$ cat src/rtl/seq_detect_fsm_if.sv
// Bundle of the serial-detector control, data and status signals.
// The master drives the stream and pattern controls; the slave is the detector.
interface seq_detect_fsm_if #(
  parameter int PAT_W = 4,
  parameter int CNT_W = 8
);
  logic             en;
  logic             x;
  logic             pat_load;
  logic [PAT_W-1:0] pat_in;
  logic             clear_cnt;
  logic             y;
  logic [CNT_W-1:0] match_cnt;
  logic             filled;

  modport master (
    output en, x, pat_load, pat_in, clear_cnt,
    input  y, match_cnt, filled
  );

  modport slave (
    input  en, x, pat_load, pat_in, clear_cnt,
    output y, match_cnt, filled
  );
endinterface

$ cat src/rtl/seq_detect_fsm.sv
// Serial pattern detector: compares the last PAT_W accepted bits against a loadable
// pattern, raises a Moore HIT output per match and keeps a saturating match count.
module seq_detect_fsm #(
  parameter int               PAT_W     = 4,
  parameter int               CNT_W     = 8,
  parameter bit               OVERLAP   = 1'b1,
  parameter logic [PAT_W-1:0] RESET_PAT = PAT_W'(4'b1011)
) (
  input  logic          clk,
  input  logic          reset,
  seq_detect_fsm_if.slave bus
);

  localparam int               FW        = $clog2(PAT_W + 1);
  localparam logic [FW-1:0]    FILL_FULL = FW'(PAT_W);
  localparam logic [FW-1:0]    FILL_MIN  = FW'(PAT_W - 1);
  localparam logic [FW-1:0]    FILL_ONE  = FW'(1);
  localparam logic [CNT_W-1:0] CNT_MAX   = '1;
  localparam logic [CNT_W-1:0] CNT_ONE   = CNT_W'(1);

  typedef enum logic [0:0] {
    HUNT = 1'b0,
    HIT  = 1'b1
  } state_t;

  state_t           state_q, state_d;
  logic [PAT_W-1:0] pat_q, pat_d;
  logic [PAT_W-1:0] hist_q, hist_d;
  logic [FW-1:0]    fill_q, fill_d;
  logic [CNT_W-1:0] cnt_q, cnt_d;
  logic [PAT_W-1:0] window_s;
  logic             match_s;

  // The fill gate keeps reset/reload zeros in hist from ever forming a match.
  assign window_s = {hist_q[PAT_W-2:0], bus.x};
  assign match_s  = bus.en & ~bus.pat_load & (fill_q >= FILL_MIN) & (window_s == pat_q);

  // State register with asynchronous clear.
  always_ff @(posedge clk or posedge reset) begin
    if (reset) begin
      state_q <= HUNT;
      pat_q   <= RESET_PAT;
      hist_q  <= '0;
      fill_q  <= '0;
      cnt_q   <= '0;
    end else begin
      state_q <= state_d;
      pat_q   <= pat_d;
      hist_q  <= hist_d;
      fill_q  <= fill_d;
      cnt_q   <= cnt_d;
    end
  end

  // Next-state: pattern reload, history shift, fill tracking, FSM and counter.
  always_comb begin
    state_d = state_q;
    pat_d   = pat_q;
    hist_d  = hist_q;
    fill_d  = fill_q;
    cnt_d   = cnt_q;

    if (bus.pat_load) begin
      pat_d   = bus.pat_in;
      hist_d  = '0;
      fill_d  = '0;
      state_d = HUNT;
    end else begin
      if (bus.en) begin
        hist_d = window_s;
        if (match_s && !OVERLAP) begin
          fill_d = '0;
        end else if (fill_q != FILL_FULL) begin
          fill_d = fill_q + FILL_ONE;
        end else begin
          fill_d = fill_q;
        end
      end else begin
        hist_d = hist_q;
        fill_d = fill_q;
      end

      case (state_q)
        HUNT:    state_d = match_s ? HIT : HUNT;
        HIT:     state_d = match_s ? HIT : HUNT;
        default: state_d = HUNT;
      endcase
    end

    // A clear coincident with a match leaves the count at one.
    if (bus.clear_cnt) begin
      cnt_d = match_s ? CNT_ONE : '0;
    end else if (match_s && (cnt_q != CNT_MAX)) begin
      cnt_d = cnt_q + CNT_ONE;
    end else begin
      cnt_d = cnt_q;
    end
  end

  assign bus.y         = (state_q == HIT);
  assign bus.match_cnt = cnt_q;
  assign bus.filled    = (fill_q == FILL_FULL);

endmodule
$ cat src/flat_wrapper.sv
// flat-port wrapper written by rule: the top's interface ports become plain ports
module seq_detect_fsm_flat 
#(
  parameter int               PAT_W     = 4,
  parameter int               CNT_W     = 8,
  parameter bit               OVERLAP   = 1'b1,
  parameter logic [PAT_W-1:0] RESET_PAT = PAT_W'(4'b1011)
)
  (clk, reset, bus_en, bus_x, bus_pat_load, bus_pat_in, bus_clear_cnt, bus_y, bus_match_cnt, bus_filled);
  seq_detect_fsm_if #(.PAT_W(PAT_W), .CNT_W(CNT_W)) bus_i ();
  input  logic clk;
  input  logic reset;
  input wire logic [$bits(bus_i.en)-1:0] bus_en;
  input wire logic [$bits(bus_i.x)-1:0] bus_x;
  input wire logic [$bits(bus_i.pat_load)-1:0] bus_pat_load;
  input wire logic [$bits(bus_i.pat_in)-1:0] bus_pat_in;
  input wire logic [$bits(bus_i.clear_cnt)-1:0] bus_clear_cnt;
  output wire logic [$bits(bus_i.y)-1:0] bus_y;
  output wire logic [$bits(bus_i.match_cnt)-1:0] bus_match_cnt;
  output wire logic [$bits(bus_i.filled)-1:0] bus_filled;
  assign bus_i.en = bus_en;
  assign bus_i.x = bus_x;
  assign bus_i.pat_load = bus_pat_load;
  assign bus_i.pat_in = bus_pat_in;
  assign bus_i.clear_cnt = bus_clear_cnt;
  assign bus_y = bus_i.y;
  assign bus_match_cnt = bus_i.match_cnt;
  assign bus_filled = bus_i.filled;
  seq_detect_fsm #(.PAT_W(PAT_W), .CNT_W(CNT_W), .OVERLAP(OVERLAP), .RESET_PAT(RESET_PAT)) u_core (.clk(clk), .reset(reset), .bus(bus_i));
endmodule
$ cat config.mk
export PLATFORM = sky130hd
export DESIGN_NAME = seq_detect_fsm_flat
export DESIGN_NICKNAME = d
export VERILOG_FILES = /design/src/rtl/seq_detect_fsm_if.sv /design/src/rtl/seq_detect_fsm.sv /design/src/flat_wrapper.sv
export SDC_FILE = /design/constraint.sdc
export NUM_CORES = 1
export LEC_CHECK = 0
export ABC_AREA = 1
export CAP_MARGIN = 20
export CORE_UTILIZATION = 51
export CTS_CLUSTER_SIZE = 28
export DETAILED_ROUTE_END_ITERATION = 10
export PLACE_DENSITY_LB_ADDON = 0.25
export SLEW_MARGIN = 10
export SYNTH_ARGS = -nofsm -noshare
export SYNTH_HDL_FRONTEND = slang
export SYNTH_SLANG_ARGS = --single-unit
$ cat constraint.sdc
create_clock -name clk -period 1.8 [get_ports clk]
set_clock_uncertainty 0.1 [all_clocks]
set_input_delay 0.27 -clock clk [delete_from_list [all_inputs] [get_ports clk]]
set_output_delay 0.27 -clock clk [all_outputs]
set_load 0.01 [all_outputs]
==> metrics.txt, run 1 <==
status finished, final reports clean; CP max FO 6; root buf cell clkbuf_4; ANT nets after route 0; Total Die Area 2370 um^2; crit-path max cell delay 570 ps; post-synthesis instance total 145; DR WL/cell between 10 and 15 um; drt total wl 2.21 mm; layout cells sized above 1 between 10% and 20%; Row Count 16; placer's final routability congestion estimate between 0.9 and 1; area of the core approximately 2000 um^2; clock slew at reported path FFs 110 ps; met2 wire len 1.06 mm; Die H roughly 49 um; crit end category output pin; via count 1003; Num CTS Buffers 3; register area share after synthesis 43.0%; I/O Pins 20; P_leak 0.726 nW; synth-to-layout area growth 25.8%; Top delay family on crit path buffers and inverters; crit path kind register to output pin; initial cell density of the core 55.6%; H-tree depth reported by CTS 1; slowest CP cell clkdlybuf4s50_1; Layout Nets 187; syn avg cell area 7.68 um^2; met1 WL 1.03 mm; highest metal used met4; Post-synth ARST share 100%; Via density 5.04; MaxCap Viol Count 0; CTS tree done; Core Util, Final roughly 70%; Final Max Slew Viols 0; Fin. Hold Viols 0; Synth area leaders dfrtp_1, nand2_1, inv_1; clock sink count 19; area leader, netlist dfrtp_1; PD cells a little over 600 nW/um^2; DP HPWL 1.61 mm; Post-synth EDFFs 0; WP data required 1430 ps; PortBufs 19; Ant. Diodes 0; largest net degree at the start of global routing 20; Routed met3 length 103 um; Layout Cells excl Fill slightly below 200; Worst-Margin Slew 398 ps; min Tclk post-route 1690 ps; Sum Neg Setup Slack 0 ps; unrepaired setup endpoints after global routing no; distinct cell type count after synthesis 20; Critical Path Start Type register; Longest Clk Path Bufs 2; register area 479 um^2; Tcrit/Tclk final 93.9%; Inst Count DP 193; # DRC 0; initial antenna violation count 0; number of global-route vias before repair 969; multi-input logic area 539 um^2; syn_nets 159; drt pass-1 iters 4; clock latency on the worst-skew pair 290 ps; Syn Std Cell Area 1110 um^2; Synth Flop Type dfrtp_1; # fillers 165; final setup vio count 0; min-delay worst type input port to async pin; Peak VDD IR 0.421 mV; Synth top area share 36.0%; total global-route track usage 21.8%; Seq cells post-synth 19; Iter 0 DRT Violations 43; Yosys warning count 0; Overflow after GRT 0; crit path DAT 1320 ps; first-pass GRT wire length around 4.0 mm; crit-path cells clkdlybuf4s50_1; Bufs and invs on worst path 1; Die Wd 48.7 um; maximum clock frequency 0.592 GHz; Slew headroom 73.5%
routing by layer:
layer	GRT usage [%]	vias to the layer above
li1	-	507
met1	29.5	462
met5	0	-
met2	36.6	30
met4	5.88	0
met3	2.83	4
per-stage QoR:
stage                     hold WS (ps)  setup WS (ps)  power, mW  instance area, um^2
after detailed placement           388           97.9      0.642                 1350
after floorplan                    119            299      0.581                 1110
final                              176            110      0.861                 1400
after CTS                          180           68.7      0.866                 1390
after global placement             384            125      0.634                 1350
after global routing               212           17.0      0.910                 1400
worst paths after layout:
kind                       slack, ps                       to  depth (start not counted)                    start
setup / recovery                 110         bus_match_cnt[5]                          1  u_core.bus.match_cnt[5]
hold / removal                   180         u_core.hist_q[0]                          3                    reset
setup reg to reg                 130  u_core.bus.match_cnt[3]                          9         u_core.fill_q[0]
hold reg to reg                  400          u_core.pat_q[1]                          2          u_core.pat_q[1]
max in group asynchronous       1160          u_core.pat_q[1]                          3                    reset
min in group clk                 380          u_core.pat_q[0]                          3            bus_pat_in[0]
cell usage in the layout, fill, tap and decap left out, drive strengths merged:
cell / netlist / final
nand2: 45 / 45
inv: 23 / 23
clkdlybuf4s50: 0 / 18
nor2: 17 / 17
dfrtp: 16 / 16
nand3: 15 / 15
o21ai: 7 / 7
buf: 1 / 5
xor2: 4 / 4
ha: 4 / 4
o22ai: 3 / 3
clkbuf: 1 / 3
dfstp: 3 / 3
nand4: 2 / 3
clkinv: 1 / 2
a21oi: 2 / 2
xnor2: 1 / 1
dlygate4sd2: 0 / 1
worst reg2reg max path, cell delays in order, from the launching register on:
cell and delay (ps):
dfrtp_1 390, buf_4 130, ha_1 190, ha_1 180
nor2_2 120, a21oi_4 90, nand4_4 140, nand2_4 90
nand2_1 70, nand2_1 50
kinds of logic after synthesis:
group	after synthesis	synth area share, %
flip-flops	19	43.0
buffers and inverters	26	9.89
AND/OR/NAND/NOR	79	31.9
AO/OA/AOI/OAI	12	6.74
XOR/XNOR	5	3.93
adder cells (fa/ha/maj)	4	4.49
Yosys cell counts (2+ instances only):
| master | n |
|---|---|
| nand2_1 | 43 |
| inv_1 | 23 |
| dfrtp_1 | 16 |
| nand3_1 | 15 |
| nor2_1 | 15 |
| o21ai_0 | 7 |
| ha_1 | 4 |
| xor2_1 | 4 |
| dfstp_2 | 3 |
| o22ai_1 | 3 |
| nand2_4 | 2 |
| nor2_2 | 2 |
power by group:
part | switching, mW | total, mW | internal (mW)
logic | 0.0967 | 0.169 | 0.0726
clock network | 0.137 | 0.219 | 0.0826
registers | 0.0176 | 0.472 | 0.455
total | 0.251 | 0.861 | 0.610
state kept, by name, summed over array words and instances (netlist names):
signal / cells
u_core.hist_q: 3
u_core.bus.y: 1
u_core.pat_q: 4
u_core.bus.match_cnt: 8
u_core.fill_q: 3
final cells by class:
| cell class | instances | area share [%] |
|---|---|---|
| Multi-Input combinational cell | 101 | 38.5 |
| Sequential cell | 19 | 34.2 |
| Timing Repair Buffer | 24 | 16.2 |
| Inverter | 24 | 6.79 |
| Tap cell | 27 | 2.41 |
| Clock buffer | 3 | 1.61 |
| Clock inverter | 1 | 0.357 |
repair_timing:
action                                  in CTS  in global routing
buffers inserted                             1                  0
gates resized for setup                      1                  1
gates cloned                                 0                  1
hold buffers                                 0                  0
endpoints found under the setup margin       1                  6
pin swaps                                    0                  1
Note: power is estimated with default switching activity, not from simulation.
==> run 2: changes to the inputs <==
--- a/config.mk
+++ b/config.mk
@@ -7,11 +7,11 @@
 export LEC_CHECK = 0
 export ABC_AREA = 1
 export CAP_MARGIN = 20
+export CORE_MARGIN = 4
 export CORE_UTILIZATION = 51
 export CTS_CLUSTER_SIZE = 28
 export DETAILED_ROUTE_END_ITERATION = 10
 export PLACE_DENSITY_LB_ADDON = 0.25
-export SLEW_MARGIN = 10
 export SYNTH_ARGS = -nofsm -noshare
 export SYNTH_HDL_FRONTEND = slang
 export SYNTH_SLANG_ARGS = --single-unit
==> run 2 against run 1 <==
Net effect: critical path depth rose by 4; setup slack lost 22 ps; sequential power barely moved; combinational power shrank 6%; largest cell class unchanged; highest routed layer unchanged.
==> metrics.txt, run 2 (synthesis gave the netlist of run 1 again) <==
crit-path cells inv_1 -> ha_1 -> nand2_1 -> inv_1 -> dlygate4sd2_1; r2r worst-path depth 8 (-1); H-tree depth reported by CTS 1 (unchanged); largest net degree at the start of global routing 20 (unchanged); PortBufs 19 (unchanged); MaxCap Viol Count 0 (unchanged); status finished, final reports clean; Total Die Area 2990 um^2 (+26%); CP max FO 3 (-3); total global-route track usage 16.8% (-5.0 points); clock slew at reported path FFs 90 ps (-20 ps); clock latency on the worst-skew pair 290 ps (about the same); layout cells sized above 1 10.0% (-2.2 points); commonest non-fill, non-tap cell in the layout nand2_1; I/O Pins 20 (unchanged); maximum clock frequency 0.584 GHz (-1.3%); Fin. Hold Viols 0 (unchanged); drt pass-1 iters 4 (unchanged); Comb power frac 19.0% (-0.7 points); Slew headroom 73.4% (-0.096 points); PD cells 608 nW/um^2 (-1.1%); Tcrit/Tclk final 95.1% (+1.2 points); DR WL/cell 10.7 um (-3.5%); Clock power frac 24.5% (-1.0 points); Overflow after GRT 0 (unchanged); initial cell density of the core 55.1% (-0.55 points); drt total wl 2.11 mm (-4.4%); placer's final routability congestion estimate 0.850 (-7.2%); Row Count 16 (unchanged); crit path kind register to output pin; Peak VDD IR 0.525 mV (+25%); Die Wd 54.7 um (+12%); Sw Share 27.3% (-1.9 points); Worst-Margin Slew 399 ps (+1.44 ps); Sequential Power Share 56.5% (+1.6 points); Iter 0 DRT Violations 12 (-72%); slowest CP cell dfrtp_1; Num CTS Buffers 3 (unchanged); DP HPWL 1.70 mm (+5.3%); Ant. Diodes 0 (unchanged); clock sink count 19 (unchanged); Critical Path Start Type register; # DRC 0 (unchanged); worst r2r dst u_core.bus.match_cnt[3]; via count 968 (-3.5%); Die H 54.7 um (+12%); crit-path max cell delay 390 ps (-180 ps); crit end category output pin; DP Worst Slack 93.5 ps (-4.37 ps); min Tclk post-route 1710 ps (+21.8 ps); Largest register FFs 8 (unchanged); Layout Nets 185 (-1.1%); WP data required 1430 ps (about the same); Final Max Slew Viols 0 (unchanged); min-delay worst type input port to async pin; Pint 0.609 mW (-0.18%); RR Startpoint u_core.bus.match_cnt[0]; Longest Clk Path Bufs 2 (unchanged); number of global-route vias before repair 843 (-13%); crit path DAT 1340 ps (+20 ps); Core Util, Final 68.1% (-1.9 points); Critical Path Most Common Cell inv_1; ANT nets after route 0 (unchanged); post-CTS setup buffers 0 (-1); P_leak 0.710 nW (-2.2%); most frequent cells in the layout nand2_1, inv_1, clkdlybuf4s50_1; final worst setup slack 88.3 ps (-21.8 ps); reg2reg setup slack 150 ps (+20 ps); first-pass GRT wire length 3.51 mm (-13%); root buf cell clkbuf_4; synth-to-layout area growth 23.7%; initial antenna violation count 0 (unchanged); final setup vio count 0 (unchanged); CTS tree done; area of the core 2020 um^2 (+1.0%); sw power 0.228 mW (-9.1%); Via density 4.91 (-2.5%); unrepaired setup endpoints after global routing no; Sum Neg Setup Slack 0 ps (unchanged)
-- run 2: per-stage QoR --
step	area [um^2]	power [mW]	hold slack (ps)	cells
floorplan	1110	0.581	119	145
global route	1380	0.896	195	197
finish	1380	0.837	190	197
CTS	1380	0.853	180	197
global placement	1350	0.635	382	193
detailed placement	1350	0.645	396	193
-- run 2: metal layers --
metal / share of wire [%] / wire [um] / up-vias / track usage, %
met1: 43 / 916 / 440 / 20.2
li1: - / - / 500 / -
met4: 1.5 / 32 / 0 / 7.47
met5: 0 / 0 / - / 0
met3: 5.5 / 116 / 4 / 5.72
met2: 49 / 1040 / 24 / 26.8
-- run 2: cell type report --
cell class / count / area, um^2
Fill cell: 186 / 644
Multi-Input combinational cell: 100 / 524
Sequential cell: 19 / 479
Timing Repair Buffer: 23 / 219
Inverter: 24 / 95.1
Tap cell: 27 / 33.8
Clock buffer: 4 / 26.3
-- run 2: repair_timing --
action,CTS,global route
setup endpoints to repair,1,0
resized for setup,1,0
hold buffers,0,0
-- run 2: worst max path at each step --
stage	start	to	slack, ps
floorplan	u_core.fill_q[0]	u_core.fill_q[2]	300
global placement	bus_x	u_core.bus.match_cnt[3]	130
detailed placement	bus_x	u_core.bus.match_cnt[6]	90
CTS	u_core.fill_q[0]	bus_filled	60
global route	u_core.fill_q[0]	bus_filled	2
finish	u_core.fill_q[0]	bus_filled	90
-- run 2: power groups by stage --
stage / sequential [mW] / combinational (mW) / clock [mW]
after CTS: 0.473 / 0.163 / 0.217
after global placement: 0.480 / 0.155 / 0
after detailed placement: 0.481 / 0.163 / 0
final: 0.473 / 0.159 / 0.205
after global routing: 0.477 / 0.181 / 0.239
after floorplan: 0.478 / 0.103 / 0
-- run 2: worst max-delay path, delay by kind of cell (launching register included) --
kind          cells  cell delay, ps
flops             1             390
fa+ha+maj         1             200
buf+inv           3             400
simple gates      1              60
